--- config.mk ---
export PLATFORM = sky130hd
export DESIGN_NAME = dmem_port_arb
export DESIGN_NICKNAME = d
export VERILOG_FILES = /design/src/rtl/dmem_port_arb.sv
export SDC_FILE = /design/constraint.sdc
export NUM_CORES = 1
export LEC_CHECK = 0
export CORE_AREA = 8 8 197 199
export CTS_CLUSTER_DIAMETER = 100
export DETAILED_ROUTE_END_ITERATION = 8
export DIE_AREA = 0 0 205 207
export DONT_BUFFER_PORTS = 1
export GPL_ROUTABILITY_DRIVEN = 0
export GPL_TIMING_DRIVEN = 1
export MAX_ROUTING_LAYER = met4
export PLACE_DENSITY = 0.3
export SLEW_MARGIN = 0
export SYNTH_ARGS = -nofsm -noshare
export SYNTH_HDL_FRONTEND = slang
export SYNTH_SLANG_ARGS = --single-unit
--- constraint.sdc ---
create_clock -name clk -period 3.9 [get_ports clk]
set_clock_uncertainty 0.1 [all_clocks]
set_input_delay 0.39 -clock clk [delete_from_list [all_inputs] [get_ports clk]]
set_output_delay 0.39 -clock clk [all_outputs]
set_load 0.05 [all_outputs]
--- src/rtl/dmem_port_arb.sv ---
// rtl/dmem_port_arb.sv - CPU/debug arbiter for a single data-memory RAM port
module dmem_port_arb #(
    parameter int DATA_WIDTH   = 64,
    parameter int ADDR_WIDTH   = 32,
    parameter int STARVE_LIMIT = 4,
    parameter int BURST_MAX    = 8
) (
    input  logic                    clk,
    input  logic                    rst,

    input  logic                    cpu_req,
    input  logic                    cpu_we,
    input  logic [ADDR_WIDTH-1:0]   cpu_addr,
    input  logic [DATA_WIDTH-1:0]   cpu_wdata,
    input  logic [DATA_WIDTH/8-1:0] cpu_wstrb,
    output logic                    cpu_gnt,
    output logic                    cpu_stall,
    output logic                    cpu_rvalid,
    output logic [DATA_WIDTH-1:0]   cpu_rdata,

    input  logic                    dbg_req,
    input  logic                    dbg_we,
    input  logic                    dbg_burst,
    input  logic                    dbg_last,
    input  logic [ADDR_WIDTH-1:0]   dbg_addr,
    input  logic [DATA_WIDTH-1:0]   dbg_wdata,
    input  logic [DATA_WIDTH/8-1:0] dbg_wstrb,
    output logic                    dbg_gnt,
    output logic                    dbg_rvalid,
    output logic [DATA_WIDTH-1:0]   dbg_rdata,

    output logic                    ram_en,
    output logic                    ram_we,
    output logic [ADDR_WIDTH-1:0]   ram_addr,
    output logic [DATA_WIDTH-1:0]   ram_wdata,
    output logic [DATA_WIDTH/8-1:0] ram_wstrb,
    input  logic [DATA_WIDTH-1:0]   ram_rdata
);

    localparam int STRB_WIDTH   = DATA_WIDTH / 8;
    localparam int STARVE_WIDTH = $clog2(STARVE_LIMIT + 1);
    localparam int BEAT_WIDTH   = $clog2(BURST_MAX + 1);

    localparam logic [STARVE_WIDTH-1:0] STARVE_MAX = STARVE_WIDTH'(STARVE_LIMIT);
    // beat_cnt counts beats already transferred, so the beat granted while
    // beat_cnt holds BURST_MAX-1 is the final one a burst may take
    localparam logic [BEAT_WIDTH-1:0]   BEAT_LAST  = BEAT_WIDTH'(BURST_MAX - 1);

    typedef enum logic {
        ARB_CPU = 1'b0,
        ARB_DBG = 1'b1
    } state_t;

    state_t                  state;
    logic [STARVE_WIDTH-1:0] starve_cnt;
    logic [BEAT_WIDTH-1:0]   beat_cnt;
    logic                    starved;
    logic                    burst_done;

    // read tracking: index 0 is one cycle after the command, index 1 is two
    logic [1:0]              rd_valid;
    logic [1:0]              rd_owner;

    assign starved    = dbg_req && (starve_cnt == STARVE_MAX);
    assign burst_done = dbg_last || (beat_cnt == BEAT_LAST);

    // combinational grants from the current state and the live requests
    always_comb begin
        cpu_gnt   = 1'b0;
        dbg_gnt   = 1'b0;
        cpu_stall = 1'b0;
        if (rst) begin
            if (state == ARB_CPU) begin
                if (cpu_req && !starved) begin
                    cpu_gnt = 1'b1;
                end else if (dbg_req) begin
                    dbg_gnt = 1'b1;
                end
            end else begin
                dbg_gnt = dbg_req;
            end
            cpu_stall = cpu_req && !cpu_gnt;
        end
    end

    // RAM command mux from the granted requester; all zero when idle
    always_comb begin
        ram_en    = 1'b0;
        ram_we    = 1'b0;
        ram_addr  = '0;
        ram_wdata = '0;
        ram_wstrb = '0;
        if (cpu_gnt) begin
            ram_en    = 1'b1;
            ram_we    = cpu_we;
            ram_addr  = cpu_addr;
            ram_wdata = cpu_wdata;
            ram_wstrb = cpu_wstrb;
        end else if (dbg_gnt) begin
            ram_en    = 1'b1;
            ram_we    = dbg_we;
            ram_addr  = dbg_addr;
            ram_wdata = dbg_wdata;
            ram_wstrb = dbg_wstrb;
        end
    end

    // arbitration FSM: debug burst ownership and beat counting
    always_ff @(posedge clk) begin
        if (!rst) begin
            state    <= ARB_CPU;
            beat_cnt <= '0;
        end else begin
            case (state)
                ARB_CPU: begin
                    if (dbg_gnt && dbg_burst && !dbg_last) begin
                        state    <= ARB_DBG;
                        beat_cnt <= BEAT_WIDTH'(1);
                    end
                end
                ARB_DBG: begin
                    if (dbg_gnt) begin
                        if (burst_done) begin
                            state    <= ARB_CPU;
                            beat_cnt <= '0;
                        end else begin
                            beat_cnt <= beat_cnt + BEAT_WIDTH'(1);
                        end
                    end
                end
                default: begin
                    state    <= ARB_CPU;
                    beat_cnt <= '0;
                end
            endcase
        end
    end

    // debug starvation counter, saturating at the forced-grant threshold
    always_ff @(posedge clk) begin
        if (!rst) begin
            starve_cnt <= '0;
        end else if (dbg_req && !dbg_gnt) begin
            if (starve_cnt != STARVE_MAX) begin
                starve_cnt <= starve_cnt + STARVE_WIDTH'(1);
            end
        end else begin
            starve_cnt <= '0;
        end
    end

    // two-deep read tracker; reset drops any reads still in flight
    always_ff @(posedge clk) begin
        if (!rst) begin
            rd_valid <= '0;
            rd_owner <= '0;
        end else begin
            rd_valid <= {rd_valid[0], ram_en && !ram_we};
            rd_owner <= {rd_owner[0], dbg_gnt};
        end
    end

    // route the returning RAM data to the owner of the stage-2 entry
    always_comb begin
        cpu_rvalid = rst && rd_valid[1] && !rd_owner[1];
        dbg_rvalid = rst && rd_valid[1] &&  rd_owner[1];
        cpu_rdata  = cpu_rvalid ? ram_rdata : '0;
        dbg_rdata  = dbg_rvalid ? ram_rdata : '0;
    end

    logic unused_strb;
    assign unused_strb = (STRB_WIDTH == 0);

endmodule
==> run metrics <==
first-pass GRT wire length approximately 26000 um; most common cell after layout, fill and taps aside and2_1; die width between 200 and 250 um; Port-buffer cells 0; top post-synthesis cells by area a22o_1 36%, and2_1 33%, dfxtp_1 9.5%; Synth cell types 34; largest net degree at the start of global routing 75; Tmin final 3.29 ns; Final Max Tran Viols 0; Post-synth ARST share 0%; global route overflow 0; cts bufs inserted 3; Total Neg Setup Slack 0 ns; DRT Wirelength 20800 um; CP Data Required Time 3.41 ns; Final Hold Violating Endpoints 0; slowest cell on the critical path buf_4; crit-path max cell delay between 0.6 and 0.7 ns; Fmax 0.304 GHz; Post-DP HPWL 19500 um; Max IR drop VDD roughly 0.11 mV; Worst R2R Start starve_cnt[0]; delay-heaviest family, CP buffers and inverters; TritonCTS clock tree done; Reg-to-Reg End state; worst r2r path cells 7; Cells after Synth 339; Setup Buffers After CTS 0; reg-to-reg setup timing slack 1.99 ns; main flop type after synthesis dfxtp_1; drt drc 0; Leakage Power 1.07 nW; number of global-route vias before repair 2825; total iterations of the first detailed-routing run 4; # hold bufs at CTS 0; CTS Root Cell clkbuf_16; DRT antenna net count 0; P&R area growth vs syn 20.8%; post-synth top area share 36.4%; outcome complete, no violations; Clock Latency Late Sink roughly 0.24 ns; Total GRT Usage 8.80%; Hold Startpoint rst; per-cell routed wire length 26.6 um; WS Path Type reg2out; measured slew at the worst slew-check pin 1.03 ns; critical path fanouts, max 70; CTS clk-pin slew, worst paths 0.04 ns; hold path cells 1; Tot Pwr 0.786 mW; Final nets 591; Mapped Area 0.00253 mm2; Iteration-0 DRC Markers 213; WHS 0.179 ns; worst rel slew slack 31.0%; synthesized flop and latch total 12; crit-path cells inv_1, ha_1, and2_4, o21ai_2, clkinv_2, buf_4, a22o_1; vias per inst 3.71; Post-CTS Resized 0; final setup fails 0; startpoint types flop; Die Span Y 207 um; YS warnings 0; Placement Rows 70; Hold Crit Class in2reg; hold endpoint rd_valid[1]; area of the multi-input gates 0.00208 mm2; initial antenna violation count 7; total die area 0.0424 mm2; Post-Syn Area per Cell 7.45 um2; Post-Syn Nets 622; I/O Pins approximately 520; Max Root-Sink Buffers 2; vias 2904; area leader, netlist a22o_1; maxcap violations 0; commonest non-fill, non-tap cells in the layout 133 x and2_1, 105 x a22o_1, 12 x dfxtp_1; share of cells above drive strength 1 around 4.6%; Initial Util 7.03%; sequential area share after synthesis under 10%; RSZ-0062 raised after global routing no; crit path DAT 2.80 ns; critical path capture point type output port; WP buf/inv 3; clk sinks 12; pwr dens between 200 and 300 mW/mm2; EDFF count, synth 0; Final Cycle Share between 80 and 90%; core area between 0.03 and 0.04 mm2; # fillers between 4k and 5k; H-tree levels 1; Sequential Area between 200 and 250 um2
[cells in the mapped netlist (2+ instances only)]
cell and count:
and2_1 134, a22o_1 105, clkbuf_1 20, buf_2 12
dfxtp_1 12, nand2_1 8, buf_6 5, nor2_1 5
o21ai_0 5, ha_1 3, inv_1 3, buf_4 2
nand2b_1 2, nand3_1 2, nor2b_1 2
[how the worst max path moves through the flow]
stage | from | endpoint | slack (ns) | cells after the start
5_1_grt | starve_cnt[0] | ram_wdata[33] | 0.42 | 7
3_5_place_dp | starve_cnt[0] | ram_wdata[33] | 0.84 | 7
6_report | starve_cnt[0] | ram_wdata[33] | 0.61 | 7
2_1_floorplan | starve_cnt[0] | ram_addr[10] | 1.41 | 8
4_1_cts | starve_cnt[0] | ram_wdata[33] | 0.58 | 7
3_3_place_gp | starve_cnt[0] | ram_wdata[33] | 0.85 | 7
[cell families after synthesis]
logic type                 count (synthesis)  synth area share [%]
adders and majority gates                  3                  1.49
muxes                                      1                 0.396
buffers and inverters                     43                  8.77
AOI/OAI and AO/OA                        118                  40.3
and+or+nand+nor                          162                  39.5
DFF                                       12                  9.51
[layer usage]
layer  wire [um]  track usage (%)
met5           0                -
met4         815             3.03
met3        2340             1.75
met2       11700             18.3
met1        6020             7.47
[power by group]
group / leakage, nW / total (mW) / internal, mW / switching [mW]
combinational: 0.939 / 0.473 / 0.0712 / 0.402
clock: 0.0370 / 0.184 / 0.133 / 0.0507
sequential: 0.0975 / 0.128 / 0.126 / 0.00226
[area by class of cell]
class                           instances  area share [%]
Antenna cell                            9           0.738
Clock buffer                            3            2.46
Tap cell                              468            19.2
Inverter                                4           0.533
Sequential cell                        12            7.88
Timing Repair Buffer                    3            1.15
Multi-Input combinational cell        284            68.0
[through the flow]
stage	instances	utilization, %	area, um2	setup WS, ns
floorplan	339	-	2530	1.41
detailed placement	771	8.22	2950	0.839
CTS	774	8.43	3030	0.582
finish	783	8.49	3050	0.613
global route	776	8.45	3030	0.418
global placement	771	8.22	2950	0.846
[flip-flops by register name, summed over array words and instances (netlist names)]
name / flops
beat_cnt: 4
rd_owner: 2
rd_valid: 2
starve_cnt: 3
state: 1
No activity file was read; power rests on OpenSTA's default activity.
